File: config.mk
export PLATFORM = sky130hd
export DESIGN_NAME = dpram_port_arbiter
export DESIGN_NICKNAME = d
export VERILOG_FILES = /design/src/rtl/dpram_pkg.sv /design/src/rtl/dpram_rd_tag_pipe.sv /design/src/rtl/dpram_port_arbiter.sv
export SDC_FILE = /design/constraint.sdc
export NUM_CORES = 1
export LEC_CHECK = 0
export ABC_AREA = 1
export BUFFER_PORTS_ARGS = -buffer_cell sky130_fd_sc_hd__buf_4
export CORE_ASPECT_RATIO = 1.2
export CORE_UTILIZATION = 34
export DETAILED_ROUTE_END_ITERATION = 10
export PLACE_DENSITY_LB_ADDON = 0.2
export SYNTH_ARGS = -nofsm -noshare
export SYNTH_HDL_FRONTEND = slang
export SYNTH_SLANG_ARGS = --single-unit
File: constraint.sdc
create_clock -name clk -period 0.9 [get_ports clk]
set_input_delay 0.135 -clock clk [delete_from_list [all_inputs] [get_ports clk]]
set_output_delay 0.135 -clock clk [all_outputs]
set_load 0.1 [all_outputs]
File: src/rtl/dpram_pkg.sv
// Shared types and constants for the two-port arbiter in front of the single-port RAM.
// Build option: define DPRAM_ARB_RR_EN for round-robin contests (default is fixed priority, A wins).
package dpram_pkg;

  typedef logic port_id_t;

  localparam port_id_t    PORT_A     = 1'b0;
  localparam port_id_t    PORT_B     = 1'b1;
  localparam int unsigned RD_LAT_MAX = 4;

`ifdef DPRAM_ARB_RR_EN
  localparam bit RR_EN = 1'b1;
`else
  localparam bit RR_EN = 1'b0;
`endif

  typedef struct packed {
    logic     valid;
    port_id_t port;
  } rd_tag_t;

  // Winner of a simultaneous A/B request: 1 means B is granted.
  function automatic logic contest_to_b(input port_id_t last_gnt);
    return RR_EN && (last_gnt == PORT_A);
  endfunction

endpackage

File: src/rtl/dpram_rd_tag_pipe.sv
// Read-tag delay line: carries {valid, port} of each issued read alongside the RAM read latency.
module dpram_rd_tag_pipe
  import dpram_pkg::*;
#(
  parameter int unsigned RD_LAT = 1
) (
  input  logic    clk,
  input  logic    rst_n,
  input  rd_tag_t tag_in,
  output rd_tag_t tag_out
);

  // Out-of-range latencies are clamped to the supported 1..RD_LAT_MAX window.
  localparam int unsigned DEPTH = (RD_LAT < 1) ? 1 :
                                  (RD_LAT > RD_LAT_MAX) ? RD_LAT_MAX : RD_LAT;

  rd_tag_t pipe [DEPTH];

  always_ff @(posedge clk or negedge rst_n) begin
    if (!rst_n) begin
      for (int i = 0; i < int'(DEPTH); i++) pipe[i] <= '0;
    end else begin
      pipe[0] <= tag_in;
      for (int i = 1; i < int'(DEPTH); i++) pipe[i] <= pipe[i-1];
    end
  end

  assign tag_out = pipe[DEPTH-1];

endmodule

File: src/rtl/dpram_port_arbiter.sv
// Two-client front end for a single-port RAM: one access per cycle, read data routed back to its issuer.
// Build option: DPRAM_ARB_RR_EN selects round-robin contests; otherwise port A has fixed priority.
module dpram_port_arbiter
  import dpram_pkg::*;
#(
  parameter int unsigned ADDR_W = 6,
  parameter int unsigned DATA_W = 8,
  parameter int unsigned RD_LAT = 1
) (
  input  logic              clk,
  input  logic              rst_n,
  input  logic              a_req,
  input  logic              a_we,
  input  logic [ADDR_W-1:0] a_addr,
  input  logic [DATA_W-1:0] a_wdata,
  output logic              a_gnt,
  output logic              a_rvalid,
  output logic [DATA_W-1:0] a_rdata,
  input  logic              b_req,
  input  logic              b_we,
  input  logic [ADDR_W-1:0] b_addr,
  input  logic [DATA_W-1:0] b_wdata,
  output logic              b_gnt,
  output logic              b_rvalid,
  output logic [DATA_W-1:0] b_rdata,
  output logic              ram_ce,
  output logic              ram_we,
  output logic [ADDR_W-1:0] ram_addr,
  output logic [DATA_W-1:0] ram_wdata,
  input  logic [DATA_W-1:0] ram_rdata
);

  port_id_t last_gnt;
  rd_tag_t  tag_in;
  rd_tag_t  tag_out;

  // Grants are combinational and forced low while reset is asserted.
  always_comb begin
    a_gnt = 1'b0;
    b_gnt = 1'b0;
    if (rst_n) begin
      if (a_req && b_req) begin
        b_gnt = contest_to_b(last_gnt);
        a_gnt = ~b_gnt;
      end else begin
        a_gnt = a_req;
        b_gnt = b_req;
      end
    end
  end

  always_comb begin
    ram_ce    = 1'b0;
    ram_we    = 1'b0;
    ram_addr  = '0;
    ram_wdata = '0;
    if (a_gnt) begin
      ram_ce    = 1'b1;
      ram_we    = a_we;
      ram_addr  = a_addr;
      ram_wdata = a_wdata;
    end else if (b_gnt) begin
      ram_ce    = 1'b1;
      ram_we    = b_we;
      ram_addr  = b_addr;
      ram_wdata = b_wdata;
    end
  end

  always_comb begin
    tag_in       = '0;
    tag_in.valid = (a_gnt & ~a_we) | (b_gnt & ~b_we);
    tag_in.port  = b_gnt ? PORT_B : PORT_A;
  end

  // Idle cycles leave the last winner untouched.
  always_ff @(posedge clk or negedge rst_n) begin
    if (!rst_n) begin
      last_gnt <= PORT_B;
    end else if (a_gnt) begin
      last_gnt <= PORT_A;
    end else if (b_gnt) begin
      last_gnt <= PORT_B;
    end
  end

  dpram_rd_tag_pipe #(
    .RD_LAT (RD_LAT)
  ) u_tag_pipe (
    .clk     (clk),
    .rst_n   (rst_n),
    .tag_in  (tag_in),
    .tag_out (tag_out)
  );

  always_ff @(posedge clk or negedge rst_n) begin
    if (!rst_n) begin
      a_rvalid <= 1'b0;
      b_rvalid <= 1'b0;
      a_rdata  <= '0;
      b_rdata  <= '0;
    end else begin
      a_rvalid <= tag_out.valid && (tag_out.port == PORT_A);
      b_rvalid <= tag_out.valid && (tag_out.port == PORT_B);
      if (tag_out.valid && (tag_out.port == PORT_A)) a_rdata <= ram_rdata;
      if (tag_out.valid && (tag_out.port == PORT_B)) b_rdata <= ram_rdata;
    end
  end

endmodule

==> flow_summary.toml, run 1 <==
[logic_synthesis]
syn_nets = 166
synth_mux_area_share_pct = 0
ys_ff_latch = 20
syn_area_per_cell_um2 = 7.689
synth.distinct_cells = 8
synth_area_um2 = 953.4
synth_top_family_by_area = "simple AND/OR/NAND/NOR gates"
synthAdderAreaFrac_pct = 0
syn_inst = 124
synth-compound-area-share_pct = 8.399
ys_seq_area_share_pct = 52.49
yosysWarnings = 0
synthTopCellsByArea = "dfrtp_1 52%, nand2_1 26%, o21ai_0 8.4%, inv_1 5.1%, buf_6 4.7%"
synth_area_leader_cell = "dfrtp_1"
synth-simple-area-share_pct = 28.87
synth-xor-area-share_pct = 0
yosysTopAreaCellShare_pct = 52.49

[sta]
worst-ep-kind = "output port"
grt-worst-endpoint = "a_rdata[5]"

[cts]
htree_levels = 1
cts.path.max_buffers = 2
cts_buffers = 3
clock_tree.root_cell = "clkbuf_4"
cts.sinks = 20

[floorplanning]
rows = 20
die_h_um = 60.01
ios = 78
initial_utilization_pct = 36.63
die_w_um = 50.34

[placement]
gp_congestion = 0.7570
hpwl_um = 2165
port_buffers = 77

[global_routing]
grt_start_max_net_pins = 21

[outcome]
failed_stage = "global routing"
error = "[ERROR DPL-0038] Utilization greater than 100%, impossible to legalize"
outcome = "stopped before the end"
-- timing repair --
item	4_1_cts
hold buffers	1
pin swaps	9
setup endpoints to repair	44
cloned	1
resized for setup	128
setup buffers	2
hold endpoints to repair	20
-- per-stage QoR --
step,worst slack [ns],utilization [%],area (um^2),cells
floorplan,-0.1136,-,1280,124
global placement,-0.3643,72.79,1894,236
detailed placement,-0.4078,72.79,1894,236
CTS,-0.2344,94.90,2470,244
-- synthesized netlist by cell type --
master	number
inv_1	13
nand2_2	2
nor2_4	1
dfrtp_1	20
o21ai_0	16
nand2_1	67
buf_6	4
inv_2	1
-- cells by family after synthesis --
logic type	after synthesis
simple gates	70
flops	20
buf+inv	18
compound gates	16
==> run 2: changes to the inputs <==
- CORE_ASPECT_RATIO: 1.2 -> default
- CORE_UTILIZATION: 34 -> 25
- PLACE_DENSITY_LB_ADDON: 0.2 -> 0.15
- clock period: 0.9 -> 1.2 ns (I/O delays scaled with it)
==> flow_summary.toml, run 2 <==
[hold_path]
worstHoldPathType = "input pin to flop"

[cells_and_area]
final_core_util_pct = 55.30
n_antenna_cell = 0
final_cell_mix = "71 x buf_4, 42 x nand2_1, 20 x dfrtp_1"
drive_above_1_share_pct = 56.60
fin_nets = 255
final_common_cell = "buf_4"
postLayoutCellArea_um2 = 2024
area_delta_synth_final_pct = 112.3

[routing]
met1Wirelength_um = 1039
drt-total-wl_um = 2651
via_count = 1105
highest_layer = "met4"
postRouteAntennaNets = 0
dr.pass1.iters = 4
drc = 0
drt_iter0_drc = 28
routed-wl-met2_um = 1390
via_per_inst = 4.250
wl_per_cell_um = 10.20
met3WireLength_um = 206

[floorplanning]
die_w_um = 63.76
die_h_um = 63.76
initial_utilization_pct = 26.04
ios = 78
rows = 22
core_area_um2 = 3661
die_area_um2 = 4065

[cts]
clock_latency_ns = 0.25
path_clk_slew_ns = 0.07
cts.path.max_buffers = 2
clock_tree.root_cell = "clkbuf_8"
cts_buffers = 3
htree_levels = 1
tritoncts = "yes"
cts.sinks = 20

[global_routing]
grt_use_total_pct = 13.80
grt_start_max_net_pins = 18
grt_pass1_wl_um = 4464
overflow = 0
antenna_found_initial = 0
grt_pass1_vias = 1064

[sta]
setup_slack_ns = 0.03025
grt_setup_unrepaired = "true"
setup_violations = 0
worst_pin_slew_ns = 0.2825
post-route-period-util_pct = 97.48
holdWs_ns = 0.1769
fmax_mhz = 854.9
timing_hold_violations_final = 0
min_period_ns = 1.170
drv_slew = 0
fin_worst_skew_ns = 0.002819
relSlewSlack_pct = 81.32

[critical_path]
worst-path-max-fanout = 17
end_kind = "output port"
r2r_slack_ns = 0.24
setup.worst_path.class = "input pin to output port"
worstPathArrival_ns = 0.99
critPathRequiredTime_ns = 1.02
start_kind = "input pin"

[placement]
hpwl_um = 2144
gp_congestion = 0.6536
placed_cell_area_um2 = 1779
place_ws_ns = -0.1809
port_buffers = 77

[logic_synthesis]
synthAdderAreaFrac_pct = 0
synth-simple-area-share_pct = 28.87
synth-edff-count = 0
syn_nets = 166
syn_area_per_cell_um2 = 7.689
synth.distinct_cells = 8
yosysMostFrequentCell = "nand2_1"
synthTopCellsByArea = "dfrtp_1 52%, nand2_1 26%, o21ai_0 8.4%, inv_1 5.1%, buf_6 4.7%"
synthFlopType = "dfrtp_1"
ys_ff_latch = 20
yosysWarnings = 0
synth_mux_area_share_pct = 0
synthArstFlopShare_pct = 100.0
yosysTopAreaCellShare_pct = 52.49
ys_seq_area_share_pct = 52.49
synth-xor-area-share_pct = 0
synth-compound-area-share_pct = 8.399
synth_top_family_by_area = "simple AND/OR/NAND/NOR gates"
synth_common_cells = "67 x nand2_1, 20 x dfrtp_1, 16 x o21ai_0, 13 x inv_1, 4 x buf_6"
synth_area_um2 = 953.4
synth_area_leader_cell = "dfrtp_1"
syn_inst = 124

[outcome]
outcome = "completed"

[power]
leakage_nw = 1.070
p_total_mw = 3.504
ir_drop_mv = 0.5629
power_density_nw_per_um2 = 1731

[flow_run]
drv_cap = 0
## run 2: timing repair
| action | in CTS | in global routing |
|---|---|---|
| hold endpoints to repair | 20 | 0 |
| endpoints found under the setup margin | 15 | 14 |
| resized for setup | 21 | 22 |
| buffers inserted | 1 | 0 |
| hold buffers | 1 | 0 |
## run 2: area by class of cell
| class | instances | area [um^2] |
|---|---|---|
| Sequential cell | 20 | 500.5 |
| Clock inverter | 1 | 30.03 |
| Timing Repair Buffer | 88 | 802.0 |
| Multi-Input combinational cell | 86 | 533.0 |
| Inverter | 14 | 57.56 |
| Fill cell | 354 | 1637 |
| Tap cell | 48 | 60.06 |
| Clock buffer | 3 | 41.29 |
## run 2: stage by stage
step	setup TNS, ns	cells
floorplan	-0.1567	124
global placement	-1.382	254
detailed placement	-1.694	254
CTS	0	260
global route	-0.2037	260
finish	0	260
## run 2: layer usage
metal  track usage [%]  up-vias
met4             4.261        0
met2             24.87       45
li1                  -      546
met3             4.821        2
met5                 0        -
met1             14.99      512
## run 2: worst max-delay path, cell delays in order
cell and delay, ns:
buf_4 0.12, nand2_1 0.13, clkinv_4 0.17, nand2_2 0.15, nand2_8 0.06, buf_12 0.16
## run 2: logic make-up after synthesis
logic type             Yosys count
AND/OR/NAND/NOR                 70
flip-flops                      20
buffers and inverters           18
AO/OA/AOI/OAI                   16
## run 2: final timing paths
kind	cells past startpoint	to	startpoint
min in group asynchronous	3	u_tag_pipe.tag_out[0]	rst_n
hold / removal	4	u_tag_pipe.tag_out[1]	b_we
setup / recovery	6	ram_wdata[4]	rst_n
setup reg to reg	4	b_rdata[4]	u_tag_pipe.tag_out[1]
hold reg to reg	2	b_rdata[7]	b_rdata[7]
max in group asynchronous	3	b_rdata[1]	rst_n
## run 2: power breakdown
part	internal [mW]	switching, mW	leakage [nW]	total, mW
clock	0.444	0.205	0.0357	0.649
combinational	0.462	1.51	0.789	1.97
sequential	0.809	0.0749	0.246	0.884
total	1.72	1.79	1.07	3.50
Note: power is estimated with default switching activity, not from simulation.
==> run 3: changes to the inputs <==
- CORE_AREA: default -> 2 2 63 65
- CORE_UTILIZATION: 25 -> default
- DIE_AREA: default -> 0 0 65 67
==> flow_summary.toml, run 3 (synthesis results as in run 2) <==
[cts]
cts_buffers = 3
clock_tree.root_cell = "clkbuf_8"
post_cts.repair.setup_buffers = 0
clock_latency_ns = 0.25
htree_levels = 1
path_clk_slew_ns = 0.07
tritoncts = "yes"
cts.sinks = 20
cts.path.max_buffers = 2

[sta]
min_period_ns = 1.195
drv_slew = 0
relSlewSlack_pct = 81.27
post-route-period-util_pct = 99.58
fin_worst_skew_ns = 0.004006
holdWs_ns = 0.1583
timing_hold_violations_final = 0
setup_violations = 0
grt_setup_unrepaired = "true"
worst_pin_slew_ns = 0.2832
fmax_mhz = 836.8

[critical_path]
setup.worst_path.class = "input pin to output port"
worst-path-max-fanout = 18
worstPathArrival_ns = 1.02
start_kind = "input pin"
end_kind = "output port"
r2r_cells = 5
critPathRequiredTime_ns = 1.02

[placement]
port_buffers = 77
gp_congestion = 0.6518
placed_cell_area_um2 = 1769
hpwl_um = 2169

[routing]
drc = 0
via_count = 1079
postRouteAntennaNets = 0
wl_per_cell_um = 10.70
drt-total-wl_um = 2750
dr.pass1.iters = 4
drt_iter0_drc = 64
via_per_inst = 4.198

[global_routing]
antenna_found_initial = 0
grt_use_total_pct = 13.07
grt_start_max_net_pins = 21
grt_pass1_wl_um = 4402
grt_pass1_vias = 1070
overflow = 0

[floorplanning]
ios = 78
die_area_um2 = 4355
die_h_um = 67
core_area_um2 = 3606
die_w_um = 65
rows = 22
initial_utilization_pct = 26.44

[flow_run]
drv_cap = 0

[power]
power_density_nw_per_um2 = 1750
leakage_nw = 1.058
ir_drop_mv = 0.6412

[cells_and_area]
fin_nets = 252
area_delta_synth_final_pct = 109.8
drive_above_1_share_pct = 51.67
final_cell_mix = "66 x buf_4, 51 x nand2_1, 20 x dfrtp_1"
final_common_cell = "buf_4"
n_antenna_cell = 0
postLayoutCellArea_um2 = 2001

[hold_path]
worstHoldPathType = "input pin to flop"
min_path_cells = 4

[outcome]
outcome = "completed"
-- run 3: cell types whose count changed in the layout (fill, tap and decap cells not counted) --
| cell | delta |
|---|---|
| nand2_1 | +9 |
| nand2_2 | -9 |
| buf_4 | -5 |
| buf_6 | -3 |
| buf_8 | +3 |
| buf_12 | +1 |
| clkinv_2 | +1 |
-- run 3: stage by stage --
| step | utilization [%] | worst slack (ns) | TNS (ns) | cells | power, mW |
|---|---|---|---|---|---|
| after floorplan | - | -0.02729 | -0.1567 | 124 | 2.336 |
| after global placement | 49.06 | -0.1214 | -1.420 | 251 | 2.781 |
| after detailed placement | 49.06 | -0.1278 | -1.417 | 251 | 2.799 |
| after CTS | 54.51 | 0.003182 | 0 | 256 | 3.523 |
| after global routing | 55.48 | -0.03426 | -0.2660 | 257 | 3.641 |
| final | 55.48 | 0.004995 | 0 | 257 | 3.501 |
-- run 3: metal layers --
layer	wire (um)	GRT usage, %	up-vias
met5	0	0	-
li1	-	-	541
met1	1005	13.32	481
met2	1502	25.26	55
met4	14	5.585	0
met3	228	3.041	2
-- run 3: layout make-up --
class	instances	area, um^2
Clock inverter	1	30.03
Inverter	14	57.56
Sequential cell	20	500.5
Fill cell	344	1605
Multi-Input combinational cell	86	510.5
Clock buffer	3	41.29
Timing Repair Buffer	84	795.8
Tap cell	48	60.06
Timing Repair inverter	1	5.005
-- run 3: final timing paths --
| check | start | slack, ns | endpoint |
|---|---|---|---|
| max | rst_n | 0.005 | ram_wdata[1] |
| max in group asynchronous | rst_n | 0.52 | b_rdata[1] |
| min reg2reg | a_rdata[3] | 0.49 | a_rdata[3] |
| max reg2reg | u_tag_pipe.tag_out[0] | 0.25 | a_rdata[0] |
| min | b_we | 0.16 | u_tag_pipe.tag_out[1] |
| min in group asynchronous | rst_n | 0.47 | b_rdata[7] |
-- run 3: repair_timing --
item / 4_1_cts / 5_1_grt
gates resized for setup: 29 / 8
endpoints found under the setup margin: 15 / 15
gates cloned: 0 / 1
hold endpoints to repair: 20 / 0
hold buffers: 1 / 0
-- run 3: power breakdown --
group	internal, mW	switching (mW)
Clock	0.445	0.208
Sequential	0.809	0.0738
Combinational	0.462	1.50
-- run 3: critical path: stages --
cell and delay, ns:
buf_4 0.11, nand2_2 0.07, nor2_4 0.10, buf_12 0.15
nand2_1 0.14, nand2_8 0.09, buf_12 0.17
==> run 4: changes to the inputs <==
- CTS_CLUSTER_DIAMETER: default -> 200
- SYNTH_HIERARCHICAL: default -> 1
- clock period: 1.2 -> 1.5 ns (I/O delays scaled with it)
==> flow_summary.toml, run 4 <==
[outcome]
outcome = "completed"

[floorplanning]
die_w_um = 65
core_area_um2 = 3606
ios = 78
die_area_um2 = 4355
rows = 22
die_h_um = 67
initial_utilization_pct = 26.44

[global_routing]
overflow = 0
grt_util_met3_pct = 1.858
grt_pass1_vias = 1009
gr-max-usage-layer = "met2"
grt_pass1_wl_um = 4091
antenna_found_initial = 0
met1_usage_pct = 13.93
gr-usage-met2_pct = 22.29
grt_start_max_net_pins = 19
grt_use_total_pct = 12.31

[routing]
drt-total-wl_um = 2721
drc = 0
wl_per_cell_um = 10.75
drt_iter0_drc = 51
via_per_inst = 4.190
postRouteAntennaNets = 0
dr.pass1.iters = 4
via_count = 1060

[cts]
cts_resized = 0
path_clk_slew_ns = 0.07
cts.path.max_buffers = 2
clock_tree.root_cell = "clkbuf_8"
cts.sinks = 20
htree_levels = 1
cts_buffers = 3
tritoncts = "yes"
clock_latency_ns = 0.25

[critical_path]
setup.worst_path.class = "input pin to output port"
crit_family = "buffers and inverters"
critPathRequiredTime_ns = 1.27
cp_num_buf_inv = 3
crit_chain = "buf_4 > nand2_1 > inv_2 > nand2_1 > nand2_2 > buf_4"
end_kind = "output port"
worst-path-max-fanout = 17
critPathMaxStageDelay_ns = 0.28
start_kind = "input pin"
worstPathArrival_ns = 1.10
slowest_stage = "buf_4"

[logic_synthesis]
synth-edff-count = 0
syn_area_per_cell_um2 = 7.689
synthTopCellsByArea = "dfrtp_1 52%, nand2_1 26%, o21ai_0 8.4%, inv_1 5.1%, buf_6 4.7%"
synthFlopType = "dfrtp_1"
yosysMostFrequentCell = "nand2_1"
yosysWarnings = 6
synth.distinct_cells = 8
synth_area_leader_cell = "dfrtp_1"
ys_ff_latch = 20
ys_seq_area_share_pct = 52.49
syn_inst = 124
yosysTopAreaCellShare_pct = 52.49
synth_common_cells = "67 x nand2_1, 20 x dfrtp_1, 16 x o21ai_0, 13 x inv_1, 4 x buf_6"
syn_nets = 166
synthArstFlopShare_pct = 100.0
synth_area_um2 = 953.4

[sta]
fin_setup_tns_ns = 0
holdWs_ns = 0.2250
fmax_mhz = 753.3
drv_slew = 0
setup_slack_ns = 0.1725
grt_setup_unrepaired = "false"
fin_worst_skew_ns = 0.002167
relSlewSlack_pct = 66.47
setup_violations = 0
post-route-period-util_pct = 88.50
timing_hold_violations_final = 0
min_period_ns = 1.328
worst_pin_slew_ns = 0.5017

[power]
power_density_nw_per_um2 = 1547
ir_drop_mv = 0.6390
leakage_nw = 0.9739
p_total_mw = 2.582

[hold_path]
worstHoldPathType = "input pin to flop"

[cells_and_area]
instances_no_fill = 253
final_common_cell = "buf_4"
final_core_util_pct = 46.29
n_antenna_cell = 0
final_cell_mix = "79 x buf_4, 58 x nand2_1, 20 x dfrtp_1"
drive_above_1_share_pct = 47.32
area_delta_synth_final_pct = 75.07
postLayoutCellArea_um2 = 1669
fin_nets = 248

[placement]
placed_cell_area_um2 = 1577
place_ws_ns = 0.03038
hpwl_um = 2166
port_buffers = 77
place_inst = 246
gp_congestion = 0.6469

[flow_run]
drv_cap = 0
-- run 4: cell count changes in the layout (fill, tap and decap cells not counted) --
cell	delta
inv_2	+1
bufinv_16	-1
buf_6	-4
clkinv_4	-1
nand2_2	+2
nand2_8	-8
nand2_4	-1
clkbuf_8	+1
buf_12	-9
nand2_1	+7
clkinv_2	-1
buf_8	-3
buf_4	+13
-- run 4: final cells by class --
class	count	area, um^2
inverter	14	52.55
timing repair buffer	81	623.1
clock buffer	4	55.05
fill	361	1937
multi-input combinational	86	377.9
tap	48	60.06
sequential	20	500.5
-- run 4: worst paths after layout --
kind,from,to,slack (ns),depth (start not counted)
setup / recovery,rst_n,ram_wdata[3],0.17,6
hold / removal,b_we,u_tag_pipe/tag_out[1],0.22,4
setup reg to reg,u_tag_pipe/tag_out[0],a_rdata[1],0.40,4
hold reg to reg,a_rdata[2],a_rdata[2],0.49,2
max in group asynchronous,rst_n,b_rdata[2],0.70,3
min in group asynchronous,rst_n,u_tag_pipe/tag_out[1],0.35,2
-- run 4: layer usage --
layer / part of all wire (%) / vias to the layer above
li1: - / 531
met1: 38 / 478
met2: 54 / 47
met3: 7.0 / 4
met4: 1.2 / 0
met5: 0 / -
-- run 4: logic make-up after synthesis --
group / synth area share, %
AOI/OAI and AO/OA: 8.399
DFF: 52.49
and+or+nand+nor: 28.87
buffers and inverters: 10.24
-- run 4: repair_timing --
item | in CTS | in global routing
hold buffers | 1 | 0
hold endpoints to repair | 20 | 0
setup buffers | 0 | 2
endpoints found under the setup margin | 0 | 12
-- run 4: worst register-to-register path, cell delays in order, from the launching register on --
cell and delay, ns:
dfrtp_1 0.38, inv_1 0.05, nand2_1 0.29, nand2_1 0.15, o21ai_0 0.09
-- run 4: power by group --
part	switching [mW]	internal, mW	leakage [nW]
logic	1.18	0.302	0.699
registers	0.0591	0.647	0.246
clock network	0.165	0.233	0.0288
total	1.40	1.18	0.974
